===== src/rtl/mdu_pkg.sv =====
// Shared definitions for the iterative multiply/divide unit: op encodings, FSM states and
// architectural constants.
package mdu_pkg;

    localparam logic [1:0] OP_MULTU = 2'b00;
    localparam logic [1:0] OP_MULT  = 2'b01;
    localparam logic [1:0] OP_DIVU  = 2'b10;
    localparam logic [1:0] OP_DIV   = 2'b11;

    typedef enum logic [1:0] {
        IDLE,
        CALC,
        FIX,
        DONE
    } mdu_state_e;

    localparam logic [31:0] DIV0_QUOT = 32'hFFFF_FFFF;
    localparam logic [31:0] INT_MIN   = 32'h8000_0000;

    // op[1] selects divide, op[0] selects signed operation.
    function automatic logic op_is_div(input logic [1:0] op);
        return op[1];
    endfunction

    function automatic logic op_is_signed(input logic [1:0] op);
        return op[0];
    endfunction

endpackage


===== src/rtl/mdu_iter_if.sv =====
// Start/busy/done handshake and hi/lo result bus between the control unit and mdu_iter.
interface mdu_iter_if #(
    parameter int unsigned WIDTH = 32
);
    logic             start;
    logic [1:0]       op;
    logic [WIDTH-1:0] a;
    logic [WIDTH-1:0] b;
    logic             busy;
    logic             done;
    logic [WIDTH-1:0] hi;
    logic [WIDTH-1:0] lo;

    modport master (
        output start, op, a, b,
        input  busy, done, hi, lo
    );

    modport slave (
        input  start, op, a, b,
        output busy, done, hi, lo
    );

endinterface


===== src/rtl/mdu_signfix.sv =====
// Conditional two's-complement negation; used for operand magnitudes and result sign fix-up.
module mdu_signfix #(
    parameter int unsigned W = 32
) (
    input  logic         i_neg,
    input  logic [W-1:0] i_val,
    output logic [W-1:0] o_val
);

    assign o_val = i_neg ? (~i_val + W'(1)) : i_val;

endmodule


===== src/rtl/mdu_iter.sv =====
// Iterative radix-2 shift-add multiplier / restoring divider with start/busy/done handshake.
// Optional MDU_EARLY_TERM_EN: zero-operand multiplies and divide-by-zero skip CALC and FIX.
module mdu_iter
    import mdu_pkg::*;
#(
    parameter int unsigned WIDTH = 32,
    parameter int unsigned CNT_W = 6
) (
    input logic       clk,
    input logic       rst_n,
    mdu_iter_if.slave bus
);

    mdu_state_e         r_state;
    logic [CNT_W-1:0]   r_cnt;
    logic               r_op_div;
    logic               r_neg_q;
    logic               r_neg_r;
    logic               r_div0;
    logic [WIDTH-1:0]   r_a_raw;
    logic [WIDTH-1:0]   r_opa;
    logic [2*WIDTH-1:0] r_acc;
    logic               r_busy;
    logic               r_done;
    logic [WIDTH-1:0]   r_hi;
    logic [WIDTH-1:0]   r_lo;

    logic               w_sa;
    logic               w_sb;
    logic               w_is_div;
    logic               w_accept;
    logic               w_early;
    logic [WIDTH-1:0]   w_mag_a;
    logic [WIDTH-1:0]   w_mag_b;
    logic [WIDTH:0]     w_mul_sum;
    logic [2*WIDTH-1:0] w_mul_next;
    logic [WIDTH:0]     w_shift;
    logic [WIDTH:0]     w_diff;
    logic               w_ge;
    logic [2*WIDTH-1:0] w_div_next;
    logic [2*WIDTH-1:0] w_prod_fix;
    logic [WIDTH-1:0]   w_quot_fix;
    logic [WIDTH-1:0]   w_rem_fix;

    assign w_is_div = op_is_div(bus.op);
    assign w_sa     = op_is_signed(bus.op) & bus.a[WIDTH-1];
    assign w_sb     = op_is_signed(bus.op) & bus.b[WIDTH-1];
    // The done cycle sits in IDLE with busy still high; a start there must not be taken.
    assign w_accept = (r_state == IDLE) && bus.start && !r_busy;

`ifdef MDU_EARLY_TERM_EN
    assign w_early = w_is_div ? (bus.b == '0) : ((bus.a == '0) || (bus.b == '0));
`else
    assign w_early = 1'b0;
`endif

    mdu_signfix #(.W(WIDTH)) u_mag_a (.i_neg(w_sa), .i_val(bus.a), .o_val(w_mag_a));
    mdu_signfix #(.W(WIDTH)) u_mag_b (.i_neg(w_sb), .i_val(bus.b), .o_val(w_mag_b));

    // Multiply: r_acc = {partial product, remaining multiplier bits}.
    assign w_mul_sum  = {1'b0, r_acc[2*WIDTH-1:WIDTH]} + (r_acc[0] ? {1'b0, r_opa} : '0);
    assign w_mul_next = {w_mul_sum, r_acc[WIDTH-1:1]};

    // Divide: r_acc = {partial remainder, dividend bits shifting out / quotient bits in}.
    assign w_shift    = {r_acc[2*WIDTH-1:WIDTH], r_acc[WIDTH-1]};
    assign w_diff     = w_shift - {1'b0, r_opa};
    assign w_ge       = (w_shift >= {1'b0, r_opa});
    assign w_div_next = {(w_ge ? w_diff[WIDTH-1:0] : w_shift[WIDTH-1:0]), r_acc[WIDTH-2:0], w_ge};

    mdu_signfix #(.W(2*WIDTH)) u_fix_prod (.i_neg(r_neg_q), .i_val(r_acc), .o_val(w_prod_fix));
    mdu_signfix #(.W(WIDTH)) u_fix_quot (
        .i_neg(r_neg_q),
        .i_val(r_acc[WIDTH-1:0]),
        .o_val(w_quot_fix)
    );
    mdu_signfix #(.W(WIDTH)) u_fix_rem (
        .i_neg(r_neg_r),
        .i_val(r_acc[2*WIDTH-1:WIDTH]),
        .o_val(w_rem_fix)
    );

    always_ff @(posedge clk or negedge rst_n) begin
        if (!rst_n) begin
            r_state  <= IDLE;
            r_cnt    <= '0;
            r_op_div <= 1'b0;
            r_neg_q  <= 1'b0;
            r_neg_r  <= 1'b0;
            r_div0   <= 1'b0;
            r_a_raw  <= '0;
            r_opa    <= '0;
            r_acc    <= '0;
            r_busy   <= 1'b0;
            r_done   <= 1'b0;
            r_hi     <= '0;
            r_lo     <= '0;
        end else begin
            // Handshake outputs trail the state by one cycle.
            r_busy <= (r_state != IDLE);
            r_done <= (r_state == DONE);
            case (r_state)
                IDLE: begin
                    if (w_accept) begin
                        r_op_div <= w_is_div;
                        r_neg_q  <= w_sa ^ w_sb;
                        r_neg_r  <= w_sa;
                        r_div0   <= w_is_div && (bus.b == '0);
                        r_a_raw  <= bus.a;
                        r_opa    <= w_is_div ? w_mag_b : w_mag_a;
                        r_acc    <= {{WIDTH{1'b0}}, (w_is_div ? w_mag_a : w_mag_b)};
                        r_cnt    <= '0;
                        if (w_early) begin
                            r_hi    <= w_is_div ? bus.a : '0;
                            r_lo    <= w_is_div ? '1 : '0;
                            r_state <= DONE;
                        end else begin
                            r_state <= CALC;
                        end
                    end
                end
                CALC: begin
                    r_acc <= r_op_div ? w_div_next : w_mul_next;
                    r_cnt <= r_cnt + CNT_W'(1);
                    if (r_cnt == CNT_W'(WIDTH - 1)) begin
                        r_state <= FIX;
                    end
                end
                FIX: begin
                    if (!r_op_div) begin
                        r_hi <= w_prod_fix[2*WIDTH-1:WIDTH];
                        r_lo <= w_prod_fix[WIDTH-1:0];
                    end else if (r_div0) begin
                        r_hi <= r_a_raw;
                        r_lo <= '1;
                    end else begin
                        r_hi <= w_rem_fix;
                        r_lo <= w_quot_fix;
                    end
                    r_state <= DONE;
                end
                DONE: begin
                    r_state <= IDLE;
                end
                default: begin
                    r_state <= IDLE;
                end
            endcase
        end
    end

    assign bus.busy = r_busy;
    assign bus.done = r_done;
    assign bus.hi   = r_hi;
    assign bus.lo   = r_lo;

endmodule


===== src/flat_wrapper.sv =====
// flat-port wrapper written by rule: the top's interface ports become plain ports
module mdu_iter_flat import mdu_pkg::*;
#(
    parameter int unsigned WIDTH = 32,
    parameter int unsigned CNT_W = 6
)
  (clk, rst_n, bus_start, bus_op, bus_a, bus_b, bus_busy, bus_done, bus_hi, bus_lo);
  mdu_iter_if #(.WIDTH(WIDTH)) bus_i ();
  input logic clk;
  input logic rst_n;
  input wire logic [$bits(bus_i.start)-1:0] bus_start;
  input wire logic [$bits(bus_i.op)-1:0] bus_op;
  input wire logic [$bits(bus_i.a)-1:0] bus_a;
  input wire logic [$bits(bus_i.b)-1:0] bus_b;
  output wire logic [$bits(bus_i.busy)-1:0] bus_busy;
  output wire logic [$bits(bus_i.done)-1:0] bus_done;
  output wire logic [$bits(bus_i.hi)-1:0] bus_hi;
  output wire logic [$bits(bus_i.lo)-1:0] bus_lo;
  assign bus_i.start = bus_start;
  assign bus_i.op = bus_op;
  assign bus_i.a = bus_a;
  assign bus_i.b = bus_b;
  assign bus_busy = bus_i.busy;
  assign bus_done = bus_i.done;
  assign bus_hi = bus_i.hi;
  assign bus_lo = bus_i.lo;
  mdu_iter #(.WIDTH(WIDTH), .CNT_W(CNT_W)) u_core (.clk(clk), .rst_n(rst_n), .bus(bus_i));
endmodule

===== config.mk =====
export PLATFORM = sky130hd
export DESIGN_NAME = mdu_iter_flat
export DESIGN_NICKNAME = d
export VERILOG_FILES = /design/src/rtl/mdu_pkg.sv /design/src/rtl/mdu_iter_if.sv /design/src/rtl/mdu_signfix.sv /design/src/rtl/mdu_iter.sv /design/src/flat_wrapper.sv
export SDC_FILE = /design/constraint.sdc
export NUM_CORES = 1
export LEC_CHECK = 0
export ABC_AREA = 0
export CORE_MARGIN = 4
export CORE_UTILIZATION = 45
export CTS_CLUSTER_SIZE = 28
export DETAILED_ROUTE_END_ITERATION = 7
export HOLD_SLACK_MARGIN = 0.06
export SETUP_SLACK_MARGIN = 0.05
export SLEW_MARGIN = 20
export SYNTH_ARGS = -nofsm -noshare
export SYNTH_HDL_FRONTEND = slang
export SYNTH_SLANG_ARGS = --single-unit

===== constraint.sdc =====
create_clock -name clk -period 3.8 [get_ports clk]
set_input_delay 0.95 -clock clk [delete_from_list [all_inputs] [get_ports clk]]
set_output_delay 0.95 -clock clk [all_outputs]
set_load 0.02 [all_outputs]

; ---- After elaboration in Yosys (flattened, before gate mapping)
; Cells that the tools add are included.
[totals]
regBits = 206
elab_cells = 68
out_inout_bits = 66
inputBits = 69
ram_bits = 0
latchBits = 0
mem_count = 0
rom_bits = 0
[op_classes]
eq_ne = 6
n_addsub = 8
muxes = 21
n_div = 0
n_reduce_logical = 11
bitwise = 8
n_mul = 0
n_lt_le_gt_ge = 1
shifts = 0
[ops]
columns = cell, count
row1 = $mux W32, 12
row2 = $mux W64, 3
row3 = $add A32 B1 Y32 const B, 4
row4 = $not A32 Y32, 4
row5 = $pmux W64 S2, 1
row6 = $add A64 B1 Y64 const B, 1
row7 = $not A64 Y64, 1
row8 = $add A32 B32 Y33, 1
row9 = $ge A33 B32 Y1, 1
row10 = $logic_not A32 Y1, 1
row11 = $sub A32 B32 Y32, 1
row12 = $pmux W6 S2, 1
row13 = $pmux W2 S4, 1
row14 = $add A6 B1 Y6 const B, 1
row15 = $eq A6 B5 Y1 const B, 1
row16 = $mux W6, 1
row17 = $reduce_and A2 Y1, 3
row18 = $eq A2 B2 Y1 const B, 2
row19 = $mux W2, 2
row20 = $ne A2 B1 Y1 const B, 2
row21 = $reduce_bool A2 Y1, 2
row22 = $logic_and A1 B1 Y1, 3
row23 = $and A1 B1 Y1, 2
row24 = $eq A2 B1 Y1 const B, 1
row25 = 3 further kinds, 3

; ---- Logic depth before layout (Yosys ltp)
[logic_depth]
depth_word = 6
mapped_depth = 15
depth_no_buf = 14

; ---- Hierarchy
; Synthesis repeated with hierarchy kept, for this count alone.
[hier_totals]
hier_cells = 2166
hier_area_um2 = 18936.9
[by_module_without_submodules]
columns = mod, cells_each, area_per_inst_um2, instances
row1 = mdu_iter, 1564, 14179.8, 1
row2 = mdu_signfix (u_core.u_fix_quot ...), 99, 777.0, 4
row3 = mdu_signfix (u_core.u_fix_prod), 206, 1649.1, 1

; ---- Least setup slack after synthesis
; No wires, ideal clock.
[synth_path]
path_type = register to register
startpoint = register u_core.r_acc[0]
endpoint = register u_core.r_acc[63]
arrival_time_ps = 3279
t_required_ps = 3678
setup_time_ps = 122
slack_ps = 399
period_less_slack_ps = 3401
path_stages_with_launch = 14
path_cell_list = dfrtp_1 > inv_1 > clkbuf_1 > nor2_1 > ha_1 > a21o_1 > nor3_1 > a21oi_1 > a311oi_1 > a311oi_1 > a311o_1 > a21oi_1 > o21ai_0 > a32o_1
[synth_between]
elab_chain_cells = 4
[synth_rtl]
columns = item, line_no
row1 = "start, declared", mdu_iter.sv:22  ; logic [2*WIDTH-1:0] r_acc;
row2 = "start signal, assigned", mdu_iter.sv:110  ; r_acc <= {{WIDTH{1'b0}}, (w_is_div ? w_mag_a : w_mag_b)};
row3 = "start signal, assigned", mdu_iter.sv:122  ; r_acc <= r_op_div ? w_div_next : w_mul_next;
row4 = $mux W32, mdu_iter.sv:61  ; assign w_mul_sum = {1'b0, r_acc[2*WIDTH-1:WIDTH]} + (r_acc[0] ? {1'b0, r_opa} : '0);
row5 = $add A32 B32 Y33, mdu_iter.sv:61
row6 = $mux W64, mdu_iter.sv:122
row7 = $pmux W64 S2, mdu_iter.sv:101  ; case (r_state)
; No other way between the ends.
; A chain may end at the register's enable or synchronous reset.

; ---- Worst setup path in the final report
[layout_path]
startpoint = register u_core.r_acc[26]
endpoint = register u_core.r_hi[29], in the netlist u_core.bus.hi[29]
[layout_between]
elab_chain_cells = 4
[layout_rtl]
columns = item, line_no
row1 = $not A64 Y64, mdu_signfix.sv:10  ; assign o_val = i_neg ? (~i_val + W'(1)) : i_val;
row2 = $add A64 B1 Y64, mdu_signfix.sv:10
row3 = $mux W64, mdu_signfix.sv:10
row4 = $mux W32, mdu_iter.sv:129  ; if (!r_op_div) begin
row5 = "end signal, assigned", mdu_iter.sv:130  ; r_hi <= w_prod_fix[2*WIDTH-1:WIDTH];
row6 = "end signal, assigned", mdu_iter.sv:133  ; r_hi <= r_a_raw;
row7 = "end signal, assigned", mdu_iter.sv:136  ; r_hi <= w_rem_fix;
row8 = "end, declared", mdu_iter.sv:25  ; logic [WIDTH-1:0] r_hi;
; No other way between the ends.

==> metrics.txt <==
status completed; mapped cell area 16600 sq um; drt pass-1 iters 5; area occupied by registers between 5000 and 6000 sq um; # resized after CTS 0; Sink Count 206; Worst setup EP type flip-flop; CP max stage cell or4_1; Multi-input gate area 10600 sq um; vias per inst 5.92; DIE WIDTH between 150 and 200 um; worst slew pin tran roughly 0.93 ns; Clk Latency, worst-skew pair 0.56 ns; EDFF count, synth 0; endpoints failing hold 0; Mean Syn Cell Area 7.87 sq um; commonest non-fill, non-tap cell in the layout nand2_1; period utilization 0.940; R2R Path End u_core.bus.hi[29]$_DFFE_PN0P_; placed cells around 2.7k; Avg WL per Cell 22.3 um; max-cap check violation count 0; Power Density 979 nW/um^2; delay of the slowest critical-path stage 0.65 ns; Slew headroom 0.382; clock skew 0.0110 ns; Crit Path Category reg2reg; Filler Cell Count roughly 3.4k; setup violators final 0; cts hold-fix bufs 0; placed wire-length estimate 46800 um; Remaining DRCs 0; crit path to u_core.bus.hi[29]$_DFFE_PN0P_; maximum fanout along the worst path 11; Lkg Pwr between 8 and 9 nW; P&R area growth vs syn 21.2%; HP Class in2async; worst r2r path cells 9; unrepaired setup endpoints after global routing false; post-synthesis register bit count 206; core area 35900 sq um; Core Util, Final 0.559; first-pass GRT wire length 93100 um; post-route antenna net violation count 0; Comb power frac 0.650; Initial Utilization 0.461; largest net degree at the start of global routing 100; Clock power frac 0.129; R2R Setup Slk 0.23 ns; Sequential Power Share 0.220; crit-path cells or4_1 > or3_1 > or4_1 > or2_2 > o21a_1 > a21oi_1 > xnor2_1 > mux2i_1 > a21oi_1; Fmax 280 MHz; Sum Neg Setup Slack 0 ns; initial drt markers 1269; H-tree level count 1; routed vias 16.3k; Async SR Flop Fraction 1.00; Cell variety after synth 73; grt ovf 0; design area about 20000 sq um; CTS buffer count 26; Required @ worst endpoint around 4.2 ns; Sw Ratio 0.483; sequential area share after synthesis 0.311; reg2reg start u_core.r_acc[26]$_DFFE_PN0P_; GP Congestion 0.942; type of origin of the critical path flip-flop; Detailed Route WL 61500 um; share of cells above drive strength 1 0.113; post-CTS setup repair buffer count 0; Tmin final 3.57 ns; clk slew on worst S/H paths 0.07 ns; Post-Syn Nets between 2k and 2.5k; diode count 0; Ys Warns 0; clk buf depth 3; Placed Area 19200 sq um; initial antenna violation count 0; I/O pin count ~140; Synth Flop Type dfrtp_1; Final Non-Filler Cells roughly 2.8k; Layout Nets 2424; CTS tree done; vias in the first global route 15.4k; port bufs 134; net switching power between 0.009 and 0.01 W; Worst VDD drop 0.725 mV; Cells after Synth 2103; Die Y about 200 um; Critical path origin u_core.r_acc[26]$_DFFE_PN0P_; P_int 0.0102 W; commonest cells after routing, fill and taps aside 290 x nand2_1, 201 x dfrtp_1, 191 x nor2_1, 182 x a21oi_1, 176 x o21ai_0; crit path DAT 3.98 ns; Pins Over Slew Limit 0; FP Rows 69; Root Driver clkbuf_16; die area 39900 sq um; global-route usage over all layers 0.299
## worst max-delay path: cells and delay by family (launching register included)
kind            cells  cell delay [ns]
compound gates      3             0.51
xor+xnor            1             0.08
flops               1             0.48
simple gates        4             2.11
mux                 1             0.23
## power by group through the flow
stage | Sequential (W) | Combinational, W | Clock, W
finish | 0.00433 | 0.0128 | 0.00254
global route | 0.00444 | 0.0140 | 0.00268
CTS | 0.00430 | 0.0126 | 0.00259
detailed placement | 0.00432 | 0.0126 | 0
global placement | 0.00430 | 0.0124 | 0
floorplan | 0.00431 | 0.00823 | 0
## cells in the mapped netlist, drive strengths merged, types with 26 or more instances
cell | number | area (sq um)
a211oi | 26 | 195
inv | 92 | 345
o211ai | 55 | 413
nor3 | 32 | 160
o21ai | 184 | 925
a21o | 29 | 218
or3 | 27 | 174
a21oi | 185 | 926
ha | 74 | 926
mux2i | 66 | 661
xor2 | 88 | 771
nand2 | 290 | 1090
o31ai | 29 | 218
clkbuf | 111 | 418
nor2 | 192 | 721
buf | 29 | 123
xnor2 | 115 | 1010
dfrtp | 206 | 5150
## state kept, by name, summed over array words and instances (netlist names)
name / count
u_core.r_state: 2
u_core.r_neg_q: 1
u_core.r_neg_r: 1
u_core.r_div0: 1
u_core.bus.hi: 32
u_core.r_acc: 64
u_core.r_op_div: 1
u_core.bus.busy: 1
u_core.r_opa: 32
u_core.bus.lo: 32
u_core.r_cnt: 6
u_core.bus.done: 1
u_core.r_a_raw: 32
## metal layers
layer  vias up  routed length [um]  share of wire  track usage
met5         -                   0              0            0
met4         0                1920          0.031       0.0838
met3        83                4030          0.065       0.0401
met2       572               27000           0.44        0.454
met1      7875               28600           0.46        0.449
li1       7770                   -              -            -
## logic make-up (layout without fill, tap and decap cells)
| logic type | Yosys count | in the layout | share of synthesized area |
|---|---|---|---|
| AOI/OAI and AO/OA | 624 | 624 | 0.232 |
| xor gates and xnor gates | 203 | 203 | 0.107 |
| adders and majority gates | 76 | 76 | 0.0583 |
| buffers and inverters | 233 | 424 | 0.0537 |
| DFF | 206 | 206 | 0.311 |
| muxes | 90 | 90 | 0.0562 |
| and+or+nand+nor | 671 | 671 | 0.181 |
## worst min-delay path by stage
stage,startpoint,to,slack [ns]
3_3_place_gp,u_core.r_a_raw[31]$_DFFE_PN0P_,u_core.r_a_raw[31]$_DFFE_PN0P_,0.46
5_1_grt,rst_n,u_core.bus.hi[13]$_DFFE_PN0P_,0.43
3_5_place_dp,u_core.r_a_raw[3]$_DFFE_PN0P_,u_core.r_a_raw[3]$_DFFE_PN0P_,0.47
4_1_cts,rst_n,u_core.r_acc[56]$_DFFE_PN0P_,0.41
2_1_floorplan,u_core.r_a_raw[28]$_DFFE_PN0P_,u_core.r_a_raw[28]$_DFFE_PN0P_,0.44
6_report,rst_n,u_core.bus.hi[13]$_DFFE_PN0P_,0.38
## through the flow
step | hold slack (ns) | worst slack, ns | total power, W
2_1_floorplan | 0.440 | 0.399 | 0.0125
4_1_cts | 0.414 | 0.0667 | 0.0195
6_report | 0.381 | 0.226 | 0.0197
3_5_place_dp | 0.467 | -0.0719 | 0.0169
3_3_place_gp | 0.463 | 0.0340 | 0.0167
5_1_grt | 0.433 | 0.0521 | 0.0211
## final cells by class
cell class,count,area share
sequential,206,0.257
timing repair buffer,288,0.127
clock buffer,37,0.0380
multi-input combinational,1664,0.527
clock inverter,6,0.00399
tap,461,0.0287
inverter,93,0.0174
No activity file was read; power rests on OpenSTA's default activity.
